**config.mk**
```make
export PLATFORM = sky130hd
export DESIGN_NAME = btb_predictor_flat
export DESIGN_NICKNAME = d
export VERILOG_FILES = /design/src/rtl/btb_pkg.sv /design/src/rtl/btb_predictor_if.sv /design/src/rtl/btb_sat_counter.sv /design/src/rtl/btb_predictor.sv /design/src/flat_wrapper.sv
export SDC_FILE = /design/constraint.sdc
export NUM_CORES = 2
export LEC_CHECK = 0
export ABC_AREA = 1
export BUFFER_PORTS_ARGS = -buffer_cell sky130_fd_sc_hd__buf_4
export CAP_MARGIN = 10
export CORE_UTILIZATION = 25
export CTS_BUF_LIST = sky130_fd_sc_hd__clkbuf_8
export DETAILED_ROUTE_END_ITERATION = 8
export SETUP_SLACK_MARGIN = 0.2
export SYNTH_ARGS = -nofsm -noshare
export SYNTH_HDL_FRONTEND = slang
export SYNTH_SLANG_ARGS = --single-unit
```
**constraint.sdc**
```tcl
create_clock -name CLK -period 4 [get_ports CLK]
set_input_delay 0.8 -clock CLK [delete_from_list [all_inputs] [get_ports CLK]]
set_output_delay 0.8 -clock CLK [all_outputs]
set_load 0.1 [all_outputs]
```
**src/rtl/btb_pkg.sv**
```systemverilog
// -----------------------------------------------------------------------------
// btb_pkg
// Shared types and helpers for the branch target buffer.
//   WORD_W          : machine word width (PCs and targets).
//   btb_state_t     : 2-bit saturating direction counter, MSB = predict taken.
//   btb_next_state  : one saturating step of the counter toward the outcome.
// -----------------------------------------------------------------------------
package btb_pkg;

  localparam int WORD_W = 32;

  typedef enum logic [1:0] {
    STRONG_NOT_TAKEN = 2'b00,
    WEAK_NOT_TAKEN   = 2'b01,
    WEAK_TAKEN       = 2'b10,
    STRONG_TAKEN     = 2'b11
  } btb_state_t;

  // Increment on taken, decrement on not-taken, hold at either end.
  function automatic btb_state_t btb_next_state(input btb_state_t state,
                                                input logic       taken);
    btb_state_t nxt;
    nxt = state;
    if (taken && (state != STRONG_TAKEN)) begin
      nxt = btb_state_t'(state + 2'd1);
    end else if (!taken && (state != STRONG_NOT_TAKEN)) begin
      nxt = btb_state_t'(state - 2'd1);
    end
    return nxt;
  endfunction

endpackage : btb_pkg

```
**src/rtl/btb_predictor_if.sv**
```systemverilog
// -----------------------------------------------------------------------------
// btb_predictor_if
// Fetch-side lookup, resolve-side update, flush and statistics of the BTB.
//   master : the pipeline (drives flush, lookup_*, upd_*; observes pred_*, stat_*)
//   slave  : the predictor
// -----------------------------------------------------------------------------
interface btb_predictor_if #(
  parameter int CNT_W = 32
);
  import btb_pkg::*;

  logic              flush;
  logic              lookup_en;
  logic [WORD_W-1:0] lookup_pc;
  logic              pred_hit;
  logic              pred_taken;
  logic [WORD_W-1:0] pred_target;
  logic              upd_en;
  logic [WORD_W-1:0] upd_pc;
  logic [WORD_W-1:0] upd_target;
  logic              upd_taken;
  logic              upd_mispredict;
  logic [CNT_W-1:0]  stat_lookups;
  logic [CNT_W-1:0]  stat_mispredicts;

  modport master (
    output flush, lookup_en, lookup_pc,
    output upd_en, upd_pc, upd_target, upd_taken, upd_mispredict,
    input  pred_hit, pred_taken, pred_target,
    input  stat_lookups, stat_mispredicts
  );

  modport slave (
    input  flush, lookup_en, lookup_pc,
    input  upd_en, upd_pc, upd_target, upd_taken, upd_mispredict,
    output pred_hit, pred_taken, pred_target,
    output stat_lookups, stat_mispredicts
  );

endinterface : btb_predictor_if

```
**src/rtl/btb_sat_counter.sv**
```systemverilog
// -----------------------------------------------------------------------------
// btb_sat_counter
// Saturating up-counter used for the BTB statistics.
//   clk   : clock
//   clear : synchronous clear, dominates en
//   en    : count this cycle
//   count : current value, holds at all-ones
// -----------------------------------------------------------------------------
module btb_sat_counter #(
  parameter int W = 32
) (
  input  logic         clk,
  input  logic         clear,
  input  logic         en,
  output logic [W-1:0] count
);

  // NOTE: sequential state is assigned with <= so every flop samples the
  // pre-edge values; blocking = here would create order-dependent races.
  always_ff @(posedge clk) begin
    if (clear) begin
      count <= '0;
    end else if (en && (count != '1)) begin
      count <= count + W'(1);
    end
  end

endmodule : btb_sat_counter

```
**src/rtl/btb_predictor.sv**
```systemverilog
// -----------------------------------------------------------------------------
// btb_predictor
// Direct-mapped branch target buffer with per-entry 2-bit direction counter.
//   CLK  : clock, all state changes on the rising edge
//   RST  : synchronous active-high reset
//   bus  : btb_predictor_if.slave -- combinational lookup on lookup_pc,
//          registered update from the resolve stage, flush, stats
// Parameters: IDX_W (index bits), CNT_W (stats width), INIT_STATE (state
// written on allocation and reset).
// -----------------------------------------------------------------------------
module btb_predictor
  import btb_pkg::*;
#(
  parameter int         IDX_W      = 4,
  parameter int         CNT_W      = 32,
  parameter btb_state_t INIT_STATE = WEAK_TAKEN
) (
  input  logic           CLK,
  input  logic           RST,
  btb_predictor_if.slave bus
);

  localparam int ENTRIES = 1 << IDX_W;
  localparam int TAG_W   = WORD_W - IDX_W - 2;

  logic              valid_q  [ENTRIES];
  logic [TAG_W-1:0]  tag_q    [ENTRIES];
  btb_state_t        state_q  [ENTRIES];
  logic [WORD_W-1:0] target_q [ENTRIES];

  logic [IDX_W-1:0] lk_idx, up_idx;
  logic [TAG_W-1:0] lk_tag, up_tag;
  logic             up_hit;

  // Byte offset within the instruction word never participates.
  logic unused_pc_low;
  assign unused_pc_low = ^{bus.lookup_pc[1:0], bus.upd_pc[1:0]};

  assign lk_idx = bus.lookup_pc[IDX_W+1:2];
  assign lk_tag = bus.lookup_pc[WORD_W-1:IDX_W+2];
  assign up_idx = bus.upd_pc[IDX_W+1:2];
  assign up_tag = bus.upd_pc[WORD_W-1:IDX_W+2];
  assign up_hit = valid_q[up_idx] && (tag_q[up_idx] == up_tag);

  // Lookup reads registered state only, so a same-cycle update is not seen.
  // NOTE: every always_comb output gets a default first so no path can
  // leave it unassigned and infer a latch.
  always_comb begin
    bus.pred_hit    = 1'b0;
    bus.pred_taken  = 1'b0;
    bus.pred_target = bus.lookup_pc + WORD_W'(4);
    if (valid_q[lk_idx] && (tag_q[lk_idx] == lk_tag)) begin
      bus.pred_hit   = 1'b1;
      bus.pred_taken = state_q[lk_idx][1];
      if (state_q[lk_idx][1]) begin
        bus.pred_target = target_q[lk_idx];
      end
    end
  end

  // Priority: RST > flush > update.
  // NOTE: the entry arrays are reset in full because cleared targets and a
  // known counter state are part of the reset contract; a table that only
  // needed valid bits cleared would leave the payload arrays unreset.
  always_ff @(posedge CLK) begin
    if (RST) begin
      for (int i = 0; i < ENTRIES; i++) begin
        valid_q[i]  <= 1'b0;
        tag_q[i]    <= '0;
        state_q[i]  <= INIT_STATE;
        target_q[i] <= '0;
      end
    end else if (bus.flush) begin
      for (int i = 0; i < ENTRIES; i++) begin
        valid_q[i] <= 1'b0;
      end
    end else if (bus.upd_en) begin
      if (up_hit) begin
        state_q[up_idx] <= btb_next_state(state_q[up_idx], bus.upd_taken);
        if (bus.upd_taken) begin
          target_q[up_idx] <= bus.upd_target;
        end
      end else if (bus.upd_taken) begin
        // Allocate-on-taken: evicts whatever occupies the slot.
        valid_q[up_idx]  <= 1'b1;
        tag_q[up_idx]    <= up_tag;
        state_q[up_idx]  <= INIT_STATE;
        target_q[up_idx] <= bus.upd_target;
      end
    end
  end

  btb_sat_counter #(.W(CNT_W)) u_stat_lookups (
    .clk   (CLK),
    .clear (RST),
    .en    (bus.lookup_en),
    .count (bus.stat_lookups)
  );

  btb_sat_counter #(.W(CNT_W)) u_stat_mispredicts (
    .clk   (CLK),
    .clear (RST),
    .en    (bus.upd_en && bus.upd_mispredict),
    .count (bus.stat_mispredicts)
  );

endmodule : btb_predictor

```
**src/flat_wrapper.sv**
```systemverilog
// flat-port wrapper written by rule: the top's interface ports become plain ports
module btb_predictor_flat import btb_pkg::*;
#(
  parameter int         IDX_W      = 4,
  parameter int         CNT_W      = 32,
  parameter btb_state_t INIT_STATE = WEAK_TAKEN
)
  (CLK, RST, bus_flush, bus_lookup_en, bus_lookup_pc, bus_upd_en, bus_upd_pc, bus_upd_target, bus_upd_taken, bus_upd_mispredict, bus_pred_hit, bus_pred_taken, bus_pred_target, bus_stat_lookups, bus_stat_mispredicts);
  btb_predictor_if #(.CNT_W(CNT_W)) bus_i ();
  input  logic CLK;
  input  logic RST;
  input wire logic [$bits(bus_i.flush)-1:0] bus_flush;
  input wire logic [$bits(bus_i.lookup_en)-1:0] bus_lookup_en;
  input wire logic [$bits(bus_i.lookup_pc)-1:0] bus_lookup_pc;
  input wire logic [$bits(bus_i.upd_en)-1:0] bus_upd_en;
  input wire logic [$bits(bus_i.upd_pc)-1:0] bus_upd_pc;
  input wire logic [$bits(bus_i.upd_target)-1:0] bus_upd_target;
  input wire logic [$bits(bus_i.upd_taken)-1:0] bus_upd_taken;
  input wire logic [$bits(bus_i.upd_mispredict)-1:0] bus_upd_mispredict;
  output wire logic [$bits(bus_i.pred_hit)-1:0] bus_pred_hit;
  output wire logic [$bits(bus_i.pred_taken)-1:0] bus_pred_taken;
  output wire logic [$bits(bus_i.pred_target)-1:0] bus_pred_target;
  output wire logic [$bits(bus_i.stat_lookups)-1:0] bus_stat_lookups;
  output wire logic [$bits(bus_i.stat_mispredicts)-1:0] bus_stat_mispredicts;
  assign bus_i.flush = bus_flush;
  assign bus_i.lookup_en = bus_lookup_en;
  assign bus_i.lookup_pc = bus_lookup_pc;
  assign bus_i.upd_en = bus_upd_en;
  assign bus_i.upd_pc = bus_upd_pc;
  assign bus_i.upd_target = bus_upd_target;
  assign bus_i.upd_taken = bus_upd_taken;
  assign bus_i.upd_mispredict = bus_upd_mispredict;
  assign bus_pred_hit = bus_i.pred_hit;
  assign bus_pred_taken = bus_i.pred_taken;
  assign bus_pred_target = bus_i.pred_target;
  assign bus_stat_lookups = bus_i.stat_lookups;
  assign bus_stat_mispredicts = bus_i.stat_mispredicts;
  btb_predictor #(.IDX_W(IDX_W), .CNT_W(CNT_W), .INIT_STATE(INIT_STATE)) u_core (.CLK(CLK), .RST(RST), .bus(bus_i));
endmodule
```
## After elaboration in Yosys (flattened, before gate mapping)

Memory sizes are Yosys's and may differ from the RTL's.
Index checks and enable logic that the tools add are counted.

- Flip-flop bits (word level): 64
- RAM bits: 976
- Input port bits: 103
- Output and inout port bits: 98
- Logic and storage cells: 108
- Memories: 4

- Add/subtract/negate cells: 5
- Eq/ne operators: 5
- Mux-type cells: 61
- Bitwise logic cells: 18
- Reductions and logical operators: 13

Memory list:

| memory | words | bits a word | rd ports | clocked after memory_dff | write ports | RTL line | RTL |
|---|---|---|---|---|---|---|---|
| u_core.target_q | 16 | 32 | 1 | 0 | 16 | btb_predictor.sv:29 | `logic [WORD_W-1:0] target_q [ENTRIES];` |
| u_core.tag_q | 16 | 26 | 2 | 0 | 16 | btb_predictor.sv:27 | `logic [TAG_W-1:0] tag_q [ENTRIES];` |
| u_core.state_q | 16 | 2 | 2 | 0 | 16 | btb_predictor.sv:28 | `btb_state_t state_q [ENTRIES];` |
| u_core.valid_q | 16 | 1 | 2 | 0 | 16 | btb_predictor.sv:26 | `logic valid_q [ENTRIES];` |

Operator list:

| kind | number |
|---|---|
| 2-to-1 mux 32 bit | 4 |
| adder 32 x 1 -> 32 bit (second input constant) | 2 |
| inequality test 32 bit (second input constant) | 2 |
| == test 26 bit | 2 |
| 2-to-1 mux 1 bit | 44 |
| adder 32 x 3 -> 32 bit (second input constant) | 1 |
| OR reduction 32 bit | 1 |
| 2-to-1 mux 26 bit | 1 |
| OR reduction 26 bit | 1 |
| OR 1 bit | 18 |
| 2-to-1 mux 2 bit | 8 |
| 2-to-1 mux 4 bit | 4 |
| logical AND 1 bit | 7 |
| adder 2 x 1 -> 2 bit (second input constant) | 1 |
| inequality test 2 bit (second input constant) | 1 |
| nonzero test 2 bit | 1 |
| OR reduction 2 bit | 1 |
| subtractor 2 x 1 -> 2 bit (second input constant) | 1 |
| logical NOT 1 bit | 1 |
| OR reduction 1 bit | 1 |

## Longest topological paths before layout

An unclocked memory read counts as a cell.

- Word-level depth: 11
- Depth in mapped cells: 23
- Gate-level depth less buffers: 20

## Modules after synthesis

A second synthesis with hierarchy kept.

- Cells, all modules: 6,277
- Area total of the unflattened synthesis: 54,018.1 µm²

By module, submodules not included:

| module | instances | cells each | area each (µm²) | seq. area each (µm²) |
|---|---|---|---|---|
| btb_predictor | 1 | 5,638 | 49,930.4 | 29,148.0 |
| btb_sat_counter (u_core.u_stat_lookups) | 1 | 324 | 2,062.0 | 640.6 |
| btb_sat_counter (u_core.u_stat_mispredicts) | 1 | 315 | 2,025.7 | 640.6 |

## Worst setup path after synthesis

OpenSTA, ideal clock, no wires.

- Kind: input port to output port
- From: input bus_lookup_pc[2]
- To: output bus_pred_target[16]
- Arrival: 3.660 ns
- Data required time: 3.200 ns
- Path slack: -0.460 ns
- Cell stages on the path: 19
- Path buffers: 4
- Path through: buf_2 inv_2 buf_2 clkbuf_1 nor2_1 o21ai_0 nand2_1 nand2_1 inv_1 nand3_1 nand2_1 nor2_1 nand2_1 nor2_1 nand2_1 nor2_1 buf_2 nand3_1 nand2_1

- Longest elaborated chain between the ends: 4
- Elaborated cells on any way between the ends: 9
- Classes of those cells: add/sub (1); eq/ne (1); mux (2); reduce/logical (1); memory (4)

Ends and longest elaborated chain:

| element | RTL line | RTL |
|---|---|---|
| start, declared | flat_wrapper.sv:14 | `input wire logic [$bits(bus_i.lookup_pc)-1:0] bus_lookup_pc;` |
| branches (longest 3 deep; another with adder 32 x 3 -> 32 bit) | n/a |  |
| 2-to-1 mux 32 bit * | btb_predictor.sv:52 | `if (valid_q[lk_idx] && (tag_q[lk_idx] == lk_tag)) begin` |
| end, declared | flat_wrapper.sv:22 | `output wire logic [$bits(bus_i.pred_target)-1:0] bus_pred_target;` |

Every way passes the cells marked *.

## Worst setup path in the final report

- From: input bus_lookup_pc[3]
- To: output bus_pred_target[11]

The elaborated chain is that of the path after synthesis.

==> impl_metrics.yaml <==
yosys:
  post-synth-top-area-fraction_pct: 52.97
  synth-edff-count: 960
  netlist_top_cells_count: "nand2_1, nor2_1, edfxtp_1, o21ai_0, inv_1"
  synth.distinct_cells: 48
  yosys_warnings: 0
  synth-seq-area-share_pct: 55.91
  syn_area_sq_um: 54420
  yosys.cell_count.top_type: "nand2_1"
  netlist_instances: 6415
  synth_fp_nets: 6523
  yosys_register_bits: 1040
  async_reset_ff_share_pct: 0
  synth.largest_area_cell: "edfxtp_1"
  synthFlopType: "edfxtp_1"
  ys_top_cells_by_area: "edfxtp_1, nand2_1, nor2_1, o21ai_0, dfxtp_1"
  average_size_of_a_mapped_cell_sq_um: 8.484
floorplanning:
  placement_rows: 170
  initial_utilization_pct: 25.26
  die-area_sq_um: 219600
  floorplan.io_pins: 201
  die_width_um: 468.6
  core_sq_um: 215500
  die_h_um: 468.6
global_routing:
  grt.total_usage_pct: 18.43
  first_global_vias: 45788
  antenna_found_initial: 10
  grt_overflow_total: 0
  largest_net_degree_at_the_start_of_global_routing: 174
  wire_length_of_the_first_global_routing_pass_um: 300100
clocking:
  cts_max_level: 4
  root_buffer: "clkbuf_8"
  clk-insertion-delay-late_ps: 970
  cts_tree: "done"
  clockBufferDepth: 3
  clkSinkCount: 1040
  cts.reportedPaths.clkPinSlew_ps: 60
  cts-buffers-inserted: 181
timing:
  fin_setup_tns_ps: -7606
  final_min_period_over_clock_period_pct: 106.5
  final.min_clock_period_ps: 4260
  final-max-slew-violation-count: 0
  timing.max_slew.rel_slack_pct: 35.43
  finalClockSkew_ps: 84.87
  final_hold_violation_count: 0
  final-setup-viol-count: 34
  worst-slew-pin-transition_ps: 968.5
  rsz_0062_raised_after_global_routing: "yes"
  max_clock_freq_ghz: 0.2348
  worst_setup_margin_ps: -259.8
route:
  vias: 48465
  viasPerCell: 4.953
  detail_route.drc_violations: 0
  first_pass_iters: 6
  detail_route.iter0.violations: 5689
  post_drt_wl_per_cell_um: 21.37
  final_antenna_net_count: 0
  routed_wirelength_um: 209100
layout:
  ff_latch_area_sq_um: 30430
  num-fill-cells: 22378
  nets: 6899
  drive_gt1_share_pct: 18.29
  final_area_sq_um: 67040
  total_area_of_multi_input_combinational_cells_sq_um: 21260
  flow.area_growth_from_synthesis_pct: 23.19
status:
  failing_checks: "negative setup slack"
  outcome: "complete, but fails checks"
pwr:
  p_total_w: 0.02556
  power_per_cell_area_nw_per_um2: 381.3
  leakage_nw: 26.55
  max-vdd-ir-drop_mv: 0.2441
worst_setup_path:
  crit_path_cell_trace: "buf_8 -> buf_8 -> buf_16 -> o21ai_0 -> o211ai_1 -> nand3_2 -> nand2_1 -> nand2_1 -> nand2_2 -> inv_1 -> nor2_1 -> nand3_2 -> nor2_4 -> buf_12 -> buf_4 -> nand3_1 -> nand2_4 -> buf_12"
  worstSetupEndpointType: "output pin"
  slowest_stage: "o211ai_1"
  critical_path.top_delay_family: "buffers and inverters"
  reg2reg_from: "u_core.tag_q[5][23]$_SDFFCE_PN0P_"
  crit_path_max_incr_delay_ps: 330
  timing_worst_setup_path_type: "in -> out"
  worst-r2r-cell-count: 21
  critPathRequiredTime_ps: 3200
  crit_path_max_fanout: 53
  cp-start-kind: "primary input"
  timing.rr.end: "u_core.tag_q[11][18]$_SDFFCE_PN0P_"
  path_buf_inv: 7
  worst-r2r-setup-slack_ps: 670
  cp_data_arrival_time_ps: 3460
  cp_depth: 18
placement:
  place_congestion: 0.9496
  port-buffer-count: 198
  dp_area_sq_um: 62310
  dp.final_hpwl_um: 133000
hold_path:
  worstHoldStart: "bus_flush"
  worst_hold_path.endpoint: "u_core.valid_q[3]$_DFF_P_"
  min_path_cells: 5
  worstHoldPathType: "in -> reg"
job:
  max-cap-violations: 0
## worst reg2reg max path, delay by kind of cell (launching register included)
family                 cells  cell delay, ps
AO/OA/AOI/OAI              1              70
buffers and inverters      4             700
flip-flops                 1             410
AND/OR/NAND/NOR           16            1790
## repair_timing
action / CTS / global route
gates resized for setup: 248 / 41
setup endpoints to repair: 34 / 34
gates cloned: 5 / 4
hold buffers: 0 / 0
setup buffers: 10 / 0
pin swaps: 26 / 9
## worst max path at each step
stage / start / endpoint / slack (ps)
after floorplan: bus_lookup_pc[2] / bus_pred_target[16] / 130
after global placement: bus_lookup_pc[2] / bus_pred_target[30] / -600
after detailed placement: bus_lookup_pc[2] / bus_pred_target[28] / -550
after CTS: u_core.tag_q[12][9]$_SDFFCE_PN0P_ / bus_pred_target[25] / -230
after global routing: u_core.tag_q[4][13]$_SDFFCE_PN0P_ / bus_pred_target[11] / -380
final: bus_lookup_pc[3] / bus_pred_target[11] / -260
## per-layer routing
metal	vias to the layer above	share of wire (%)	global-route usage, %
met1	23181	38	23.15
met2	2668	46	29.67
li1	22107	-	-
met3	501	9.4	3.098
met4	8	6.1	11.01
met5	-	0.029	0
## registers in the layout (all words and copies together) (netlist names)
signal                           cells
u_core.u_stat_lookups.count         32
u_core.u_stat_mispredicts.count     32
u_core.state_q                      32
u_core.valid_q                      16
u_core.target_q                    512
u_core.tag_q                       416
## kinds of logic (layout without fill, tap and decap cells)
family / Yosys count / in the layout / synth area share, %
compound gates: 1073 / 1073 / 10.85
xor+xnor: 39 / 39 / 0.6276
fa+ha+maj: 5 / 5 / 0.1150
buf+inv: 839 / 1366 / 6.729
flops: 1040 / 1040 / 55.91
other cells: 0 / 5 / 0
simple gates: 3419 / 3419 / 25.76
## cell type report
cell class	instances	area share [%]
Tap cell	2838	5.296
Clock buffer	188	3.859
Multi-Input combinational cell	4536	31.71
Timing Repair Buffer	632	10.25
Inverter	399	2.299
Sequential cell	1040	45.39
Clock inverter	146	1.166
Antenna cell	5	0.01866
Timing Repair inverter	1	0.01306
## cell usage in the layout (no fill, tap or decap), types with 8 or more instances in the layout
cell type / count
o21ai_1: 63
dfxtp_1: 80
nor2_1: 1363
nor3_1: 46
inv_2: 15
o221ai_1: 51
nand4_1: 32
a21oi_1: 183
clkinv_1: 79
clkbuf_8: 188
buf_16: 8
o22ai_1: 85
buf_12: 142
buf_6: 9
nand3_2: 40
nand3_1: 180
nand2_2: 94
nor2_2: 176
o21ai_0: 595
nand2_8: 15
nor3b_1: 8
a22oi_1: 16
nor2_4: 9
buf_4: 462
nand2_1: 1395
nand2_4: 41
xor2_1: 33
o211ai_1: 62
edfxtp_1: 960
inv_1: 410
clkinv_2: 17
## report_power, final
group	switching, W	internal (W)	leakage [nW]	total (W)
logic	0.00254	0.00115	14.8	0.00370
registers	0.000176	0.0124	9.74	0.0125
clock network	0.00477	0.00455	1.96	0.00933
total	0.00749	0.0181	26.5	0.0256
## metrics by stage
stage	setup WS (ps)	util, %	hold slack, ps	instances
after floorplan	125.6	-	440.1	6415
final	-259.8	31.11	336.2	9785
after CTS	-232.3	30.99	249.6	9776
after detailed placement	-554.9	28.92	453.0	9427
after global routing	-381.3	31.11	325.6	9784
after global placement	-600.1	28.92	455.8	9427
Note: power is estimated with default switching activity, not from simulation.
